`src/rtl/eql_gen.sv`:
```
// eql_gen: request-match / count-compare handshake generator for a request handler.
// Outputs are registered decodes; optional protocol checker enabled by EQL_GEN_CHECK_EN.
module eql_gen #(
    parameter int HOLD_CYC  = 2,
    parameter int TIMEOUT   = 16,
    parameter int CNT_LIMIT = 10
) (
    input  logic       clk,
    input  logic       reset,
    input  logic       ENIN_REQ,
    input  logic       INTR_REQ,
    input  logic [2:1] CC_MUX,
    input  logic [2:1] USCITE,
    input  logic       ENABLE_COUNT,
    input  logic       ACKOUT,
    output logic       EQL,
    output logic       CONT_EQL,
    output logic       SRC,
    output logic       TO_ERR,
    output logic       PROT_ERR
);

    typedef enum logic [1:0] {S_IDLE, S_ASSERT, S_ACK, S_DONE} state_t;

    localparam logic [3:0] HOLD_INIT = 4'(HOLD_CYC);
    localparam logic [7:0] TO_LAST   = 8'(TIMEOUT - 1);
    localparam logic [7:0] CNT_LIM   = 8'(CNT_LIMIT);

    state_t     state, state_nxt;
    logic       enin_pend, intr_pend, src_q, to_err;
    logic [3:0] hold_cnt;
    logic [7:0] to_cnt, cnt;
    logic       take_enin, take_intr, ack_seen, to_hit;

    always_comb begin
        state_nxt = state;
        take_enin = 1'b0;
        take_intr = 1'b0;
        ack_seen  = 1'b0;
        to_hit    = 1'b0;
        case (state)
            S_IDLE: begin
                if (CC_MUX == 2'b01 && enin_pend) begin
                    state_nxt = S_ASSERT;
                    take_enin = 1'b1;
                end else if (CC_MUX == 2'b10 && intr_pend) begin
                    state_nxt = S_ASSERT;
                    take_intr = 1'b1;
                end
            end
            S_ASSERT: begin
                // Ack wins over a timeout landing in the same cycle.
                if (CC_MUX == 2'b11) begin
                    state_nxt = S_ACK;
                    ack_seen  = 1'b1;
                end else if (to_cnt == TO_LAST) begin
                    state_nxt = S_IDLE;
                    to_hit    = 1'b1;
                end
            end
            S_ACK: begin
                if (hold_cnt == 4'd0) state_nxt = S_DONE;
            end
            S_DONE: begin
                if (USCITE == 2'b01) state_nxt = S_IDLE;
            end
            default: state_nxt = S_IDLE;
        endcase
    end

    always_ff @(posedge clk) begin
        if (reset) state <= S_IDLE;
        else       state <= state_nxt;
    end

    always_ff @(posedge clk) begin
        if (reset) begin
            enin_pend <= 1'b0;
            intr_pend <= 1'b0;
            src_q     <= 1'b0;
            to_err    <= 1'b0;
            hold_cnt  <= 4'd0;
            to_cnt    <= 8'd0;
            cnt       <= 8'd0;
        end else begin
            if (take_enin)      src_q <= 1'b0;
            else if (take_intr) src_q <= 1'b1;

            // A new request pulse beats a coincident clear.
            enin_pend <= ENIN_REQ | (enin_pend & ~(ack_seen & ~src_q));
            intr_pend <= INTR_REQ | (intr_pend & ~(ack_seen &  src_q));

            // Held at zero outside S_ASSERT so entry always starts from zero.
            if (state == S_ASSERT) to_cnt <= to_cnt + 8'd1;
            else                   to_cnt <= 8'd0;

            if (ack_seen)                                hold_cnt <= HOLD_INIT;
            else if (state == S_ACK && hold_cnt != 4'd0) hold_cnt <= hold_cnt - 4'd1;

            if (to_hit) to_err <= 1'b1;

            if (ENABLE_COUNT) begin
                if (cnt != CNT_LIM) cnt <= cnt + 8'd1;
            end else if (cnt == CNT_LIM) begin
                cnt <= 8'd0;
            end
        end
    end

    assign EQL      = (state == S_ASSERT) || (state == S_ACK);
    assign CONT_EQL = (cnt == CNT_LIM);
    assign SRC      = src_q;
    assign TO_ERR   = to_err;

`ifdef EQL_GEN_CHECK_EN
    logic prot_err;

    always_ff @(posedge clk) begin
        if (reset)                                             prot_err <= 1'b0;
        else if (USCITE == 2'b10 || ENABLE_COUNT != ACKOUT)    prot_err <= 1'b1;
    end

    assign PROT_ERR = prot_err;
`else
    logic unused_ackout;
    assign unused_ackout = ACKOUT;
    assign PROT_ERR      = 1'b0;
`endif

endmodule

```
`config.mk`:
```
export PLATFORM = sky130hd
export DESIGN_NAME = eql_gen
export DESIGN_NICKNAME = d
export VERILOG_FILES = /design/src/rtl/eql_gen.sv
export SDC_FILE = /design/constraint.sdc
export NUM_CORES = 1
export LEC_CHECK = 0
export BUFFER_PORTS_ARGS = -buffer_cell sky130_fd_sc_hd__buf_2
export CORE_MARGIN = 5
export CORE_UTILIZATION = 38
export DETAILED_ROUTE_END_ITERATION = 16
export GPL_TIMING_DRIVEN = 1
export SKIP_LAST_GASP = 1
export SYNTH_ARGS = -nofsm -noshare
export SYNTH_HDL_FRONTEND = slang
export SYNTH_SLANG_ARGS = --single-unit
```
`constraint.sdc`:
```
create_clock -name clk -period 1.99 [get_ports clk]
set_input_delay 0.0995 -clock clk [delete_from_list [all_inputs] [get_ports clk]]
set_output_delay 0.0995 -clock clk [all_outputs]
set_load 0.05 [all_outputs]
```
# After elaboration in Yosys (flattened, before gate mapping)
# Index checks and enable logic that the tools add are counted.
# W data, S select, Z words.
# op_classes
mux	22
n_reduce_logical	14
bitwise	10
div	0
n_lt_le_gt_ge	0
shifts	0
add_sub_neg	3
eq_ne	15
multipliers	0
# ops
operator	count
$mux W8	3
$add A8 B1 Y8 const B	2
$eq A8 B4 Y1 const B	2
$mux W2	8
$mux W1	10
$eq A2 B2 Y1 const B	4
$ne A8 B4 Y1 const B	1
$pmux W2 S4	1
$eq A2 B1 Y1 const B	3
$ne A3 B3 Y1 const B	2
$reduce_or A2 Y1	3
$and A1 B1 Y1	4
$logic_not A4 Y1	1
$ne A2 B2 Y1 const B	2
$not A1 Y1	4
$reduce_and A4 Y1	1
$reduce_bool A2 Y1	2
$reduce_bool A4 Y1	1
$sub A4 B1 Y4 const B	1
$logic_and A1 B1 Y1	3
$logic_not A2 Y1	1
$ne A2 B1 Y1 const B	1
$or A1 B1 Y1	2
$reduce_and A2 Y1	1
$logic_or A1 B1 Y1	1
# word_totals
n_memories	0
mem_bits_ro	0
latch_bits	0
register_bits	26
out_inout_bits	5
mem_bits_rw	0
wordCells	73

# Longest topological paths before layout
# logic_depth
ltp_word	7
mapped_depth	6

# Worst setup path before layout
# No wires, ideal clock.
# synth_timing
kind	register to register
start	reg hold_cnt[0]
end	reg (tool-made name)
path_slack_ps	392
t_arrival_ps	1503
t_required_ps	1894
path_stages_with_launch	7
cell_sequence	dfxtp_1 > inv_1 > ha_1 > or3b_1 > a22oi_2 > nand3_2 > o41ai_2
# synth_rtl
element	line_no	text
start, declared	31	logic [3:0] hold_cnt;
start signal, assigned	98	else if (state == S_ACK && hold_cnt != 4'd0) hold_cnt <= hold_cnt - 4'd1;

==> key figures <==
Setup path
  – Setup crit end kind: register
  – Critical path class: register to register
  – CP arrival: 1.99 ns
  – Startpoint Class: register
  – Worst EP required: 2.23 ns
  – Largest fanout on the critical path: 4

Power and ir drop
  – Pwr dens: 638.4 mW/mm^2
  – Pwr Total: 0.9122 mW
  – Peak supply drop: 0.0004843 V
  – Leak: 0.5535 nW

Flow run
  – Maxcap violations: 0

GRT
  – GRT Total Usage: 0.1213
  – Global route total overflow: 0
  – Antenna violations before repair: 0
  – Pin count of the biggest net entering global routing: 21
  – Vias in the first global route: 1,045
  – First-pass GRT wire length: 4257 um

Synthesis
  – Top post-synthesis cells by area: dfxtp_1 40%, ha_1 8.7%, xor2_1 6.1%
  – Synth Register Bits: 26
  – Syn nets: 165
  – Asr flop ratio synth: 0
  – Mapped Area: 0.001291 sq mm
  – Synthesis Warnings: 0
  – Synth unique cells: 34
  – Synth area leader: dfxtp_1
  – Seq/Total Area, Yosys: 0.4031
  – Syn Area/Cell: 8.844 sq um
  – Number of synthesized flops with an enable pin: 0
  – Post-synth top area share: 0.4031
  – Syn Inst Count: 146
  – Top FF cell, synth: dfxtp_1

CTS
  – CTS Buffer Depth: 2
  – Num CTS Buffers: 3
  – # H-tree levels: 1
  – Clk sinks: 26
  – Worst skew pair latency: 0.32 ns
  – Root Buffer: clkbuf_4
  – CTS clk-pin slew, worst paths: 0.14 ns
  – CTS-repair resized insts: 0
  – CTS tree: yes
  – Post-CTS setup buffers: 0

Timing
  – Layout Skew: 0.01604 ns
  – Slew Viols, Final: 0
  – Setup TNS: 0 ns
  – Tmin final: 1.748 ns
  – RSZ-0062 raised after global routing: false
  – Final setup vio count: 0
  – Fin crit share: 0.8784
  – Final Hold Fails: 0
  – Hold_ws: 0.09617 ns
  – Max Freq: 572.1 MHz

Floorplanning
  – Die Wd: 68.29 um
  – Die ar.: 0.004664 sq mm
  – Core ar.: 0.003311 sq mm
  – I/O pin total: 15
  – Chip Height: 68.29 um
  – Row count: 21
  – Starting Density: 0.3900

Cells and area
  – Antenna cells: 0
  – Area grow syn2layout: 10.66%
  – Final std cell area, no fill: 0.001429 sq mm
  – Nets@finish: 180
  – Share of cells above drive strength 1: 0.1572
  – Fin util: 0.4316

Place
  – PortBufs: 12
  – Placer Congestion: 0.7623
  – DP Area: 0.001386 sq mm
  – Detailed Place HPWL: 1818 um

Detailed routing
  – Vias/cell: 5.020
  – WL/cell: 11.27 um
  – Residual DRC: 0
  – Post-Route WL: 2310 um
  – 1st-pass router iterations: 4
  – Iteration-0 DRC Markers: 30
  – Post-DRT Antenna Nets: 0
  – Total number of vias: 1,029

Hold path
  – Hold Crit Class: input port to register

Run status
  – Status: finished clean
-- cells in the final DEF, fill, tap and decap left out --
cell type / instances
a211oi_1: 1
a21oi_1: 8
a22oi_2: 1
a31oi_1: 3
a41o_2: 1
and3_1: 2
and4_1: 1
and4_2: 1
buf_2: 12
clkbuf_4: 3
conb_1: 1
dfxtp_1: 26
dlygate4sd3_1: 2
ha_1: 9
inv_1: 8
nand2_1: 8
nand2b_1: 3
nand3_1: 12
nand3_2: 1
nand3b_1: 1
nand4_1: 2
nand4bb_1: 1
nor2_1: 16
nor3_1: 6
o211ai_1: 2
o211ai_2: 1
o21ai_0: 4
o41ai_2: 1
or2_2: 3
or2b_1: 1
or3_1: 4
or3b_1: 1
or4_4: 1
xnor2_1: 3
xor2_1: 9
-- state kept, by name, summed over array words and instances (netlist names), named ones only --
name,cells
cnt,8
to_cnt,8
hold_cnt,4
SRC,1
TO_ERR,1
enin_pend,1
intr_pend,1
state,1
-- synthesized netlist by cell type, types with 2 or more instances --
master    instances
inv_1             8
or3_1             4
xor2_1            9
a31oi_1           3
a21oi_1           8
and3_1            2
nand2b_1          3
nand4_1           2
ha_1              9
nor2_1           16
buf_4             2
o211ai_1          2
xnor2_1           3
nand2_1           8
nand3_1          12
clkbuf_1          2
or2_2             3
dfxtp_1          26
nor3_1            6
o21ai_0           4
-- metrics by stage --
step / std cells / setup WS (ns)
final: 205 / 0.2419
after floorplan: 146 / 0.3917
after global placement: 200 / 0.3290
after CTS: 205 / 0.2260
after detailed placement: 200 / 0.2554
after global routing: 205 / 0.1396
-- power breakdown --
part | switching, mW | internal [mW] | leakage (nW)
clock | 0.146 | 0.0709 | 0.0138
sequential | 0.0157 | 0.536 | 0.211
combinational | 0.0941 | 0.0491 | 0.329
total | 0.256 | 0.656 | 0.553
-- worst paths after layout --
| kind | start | endpoint | cells after the start | slack (ns) |
|---|---|---|---|---|
| setup reg to reg | hold_cnt[0]$_SDFFE_PP0P_ | register | 6 | 0.24 |
| hold / removal | CC_MUX[2] | SRC$_SDFFE_PP0P_ | 3 | 0.1 |
| setup / recovery | hold_cnt[0]$_SDFFE_PP0P_ | register | 6 | 0.24 |
| hold reg to reg | to_cnt[0]$_SDFF_PP0_ | to_cnt[0]$_SDFF_PP0_ | 1 | 0.46 |
-- cell families after synthesis --
group	synth area share
adders and majority gates	0.08721
other	0.002904
DFF	0.4031
buffers and inverters	0.04070
and+or+nand+nor	0.2655
xor gates and xnor gates	0.08140
AOI/OAI and AO/OA	0.1192
-- area by class of cell --
| class | instances | area, sq um |
|---|---|---|
| clock buffer | 3 | 22.52 |
| sequential | 26 | 520.5 |
| inverter | 8 | 30.03 |
| multi-input combinational | 108 | 718.2 |
| fill | 338 | 1882 |
| timing repair buffer | 14 | 80.08 |
| tap | 46 | 57.56 |
-- repair_timing --
item,in CTS,in global routing
hold endpoints to repair,2,0
endpoints found under the setup margin,0,0
hold buffers,2,0
-- layer usage --
metal  wire, um  global-route usage
met3        138             0.05090
met5          0                   0
met4         36             0.04467
met2       1109              0.2034
met1       1027              0.1365
-- worst max-delay path: stages (launching register included) --
cell	delay [ns]
dfxtp_1	0.34
inv_1	0.08
ha_1	0.16
or3b_1	0.42
a22oi_2	0.27
nand3_2	0.12
o41ai_2	0.27
(Power assumes the default switching activity.)
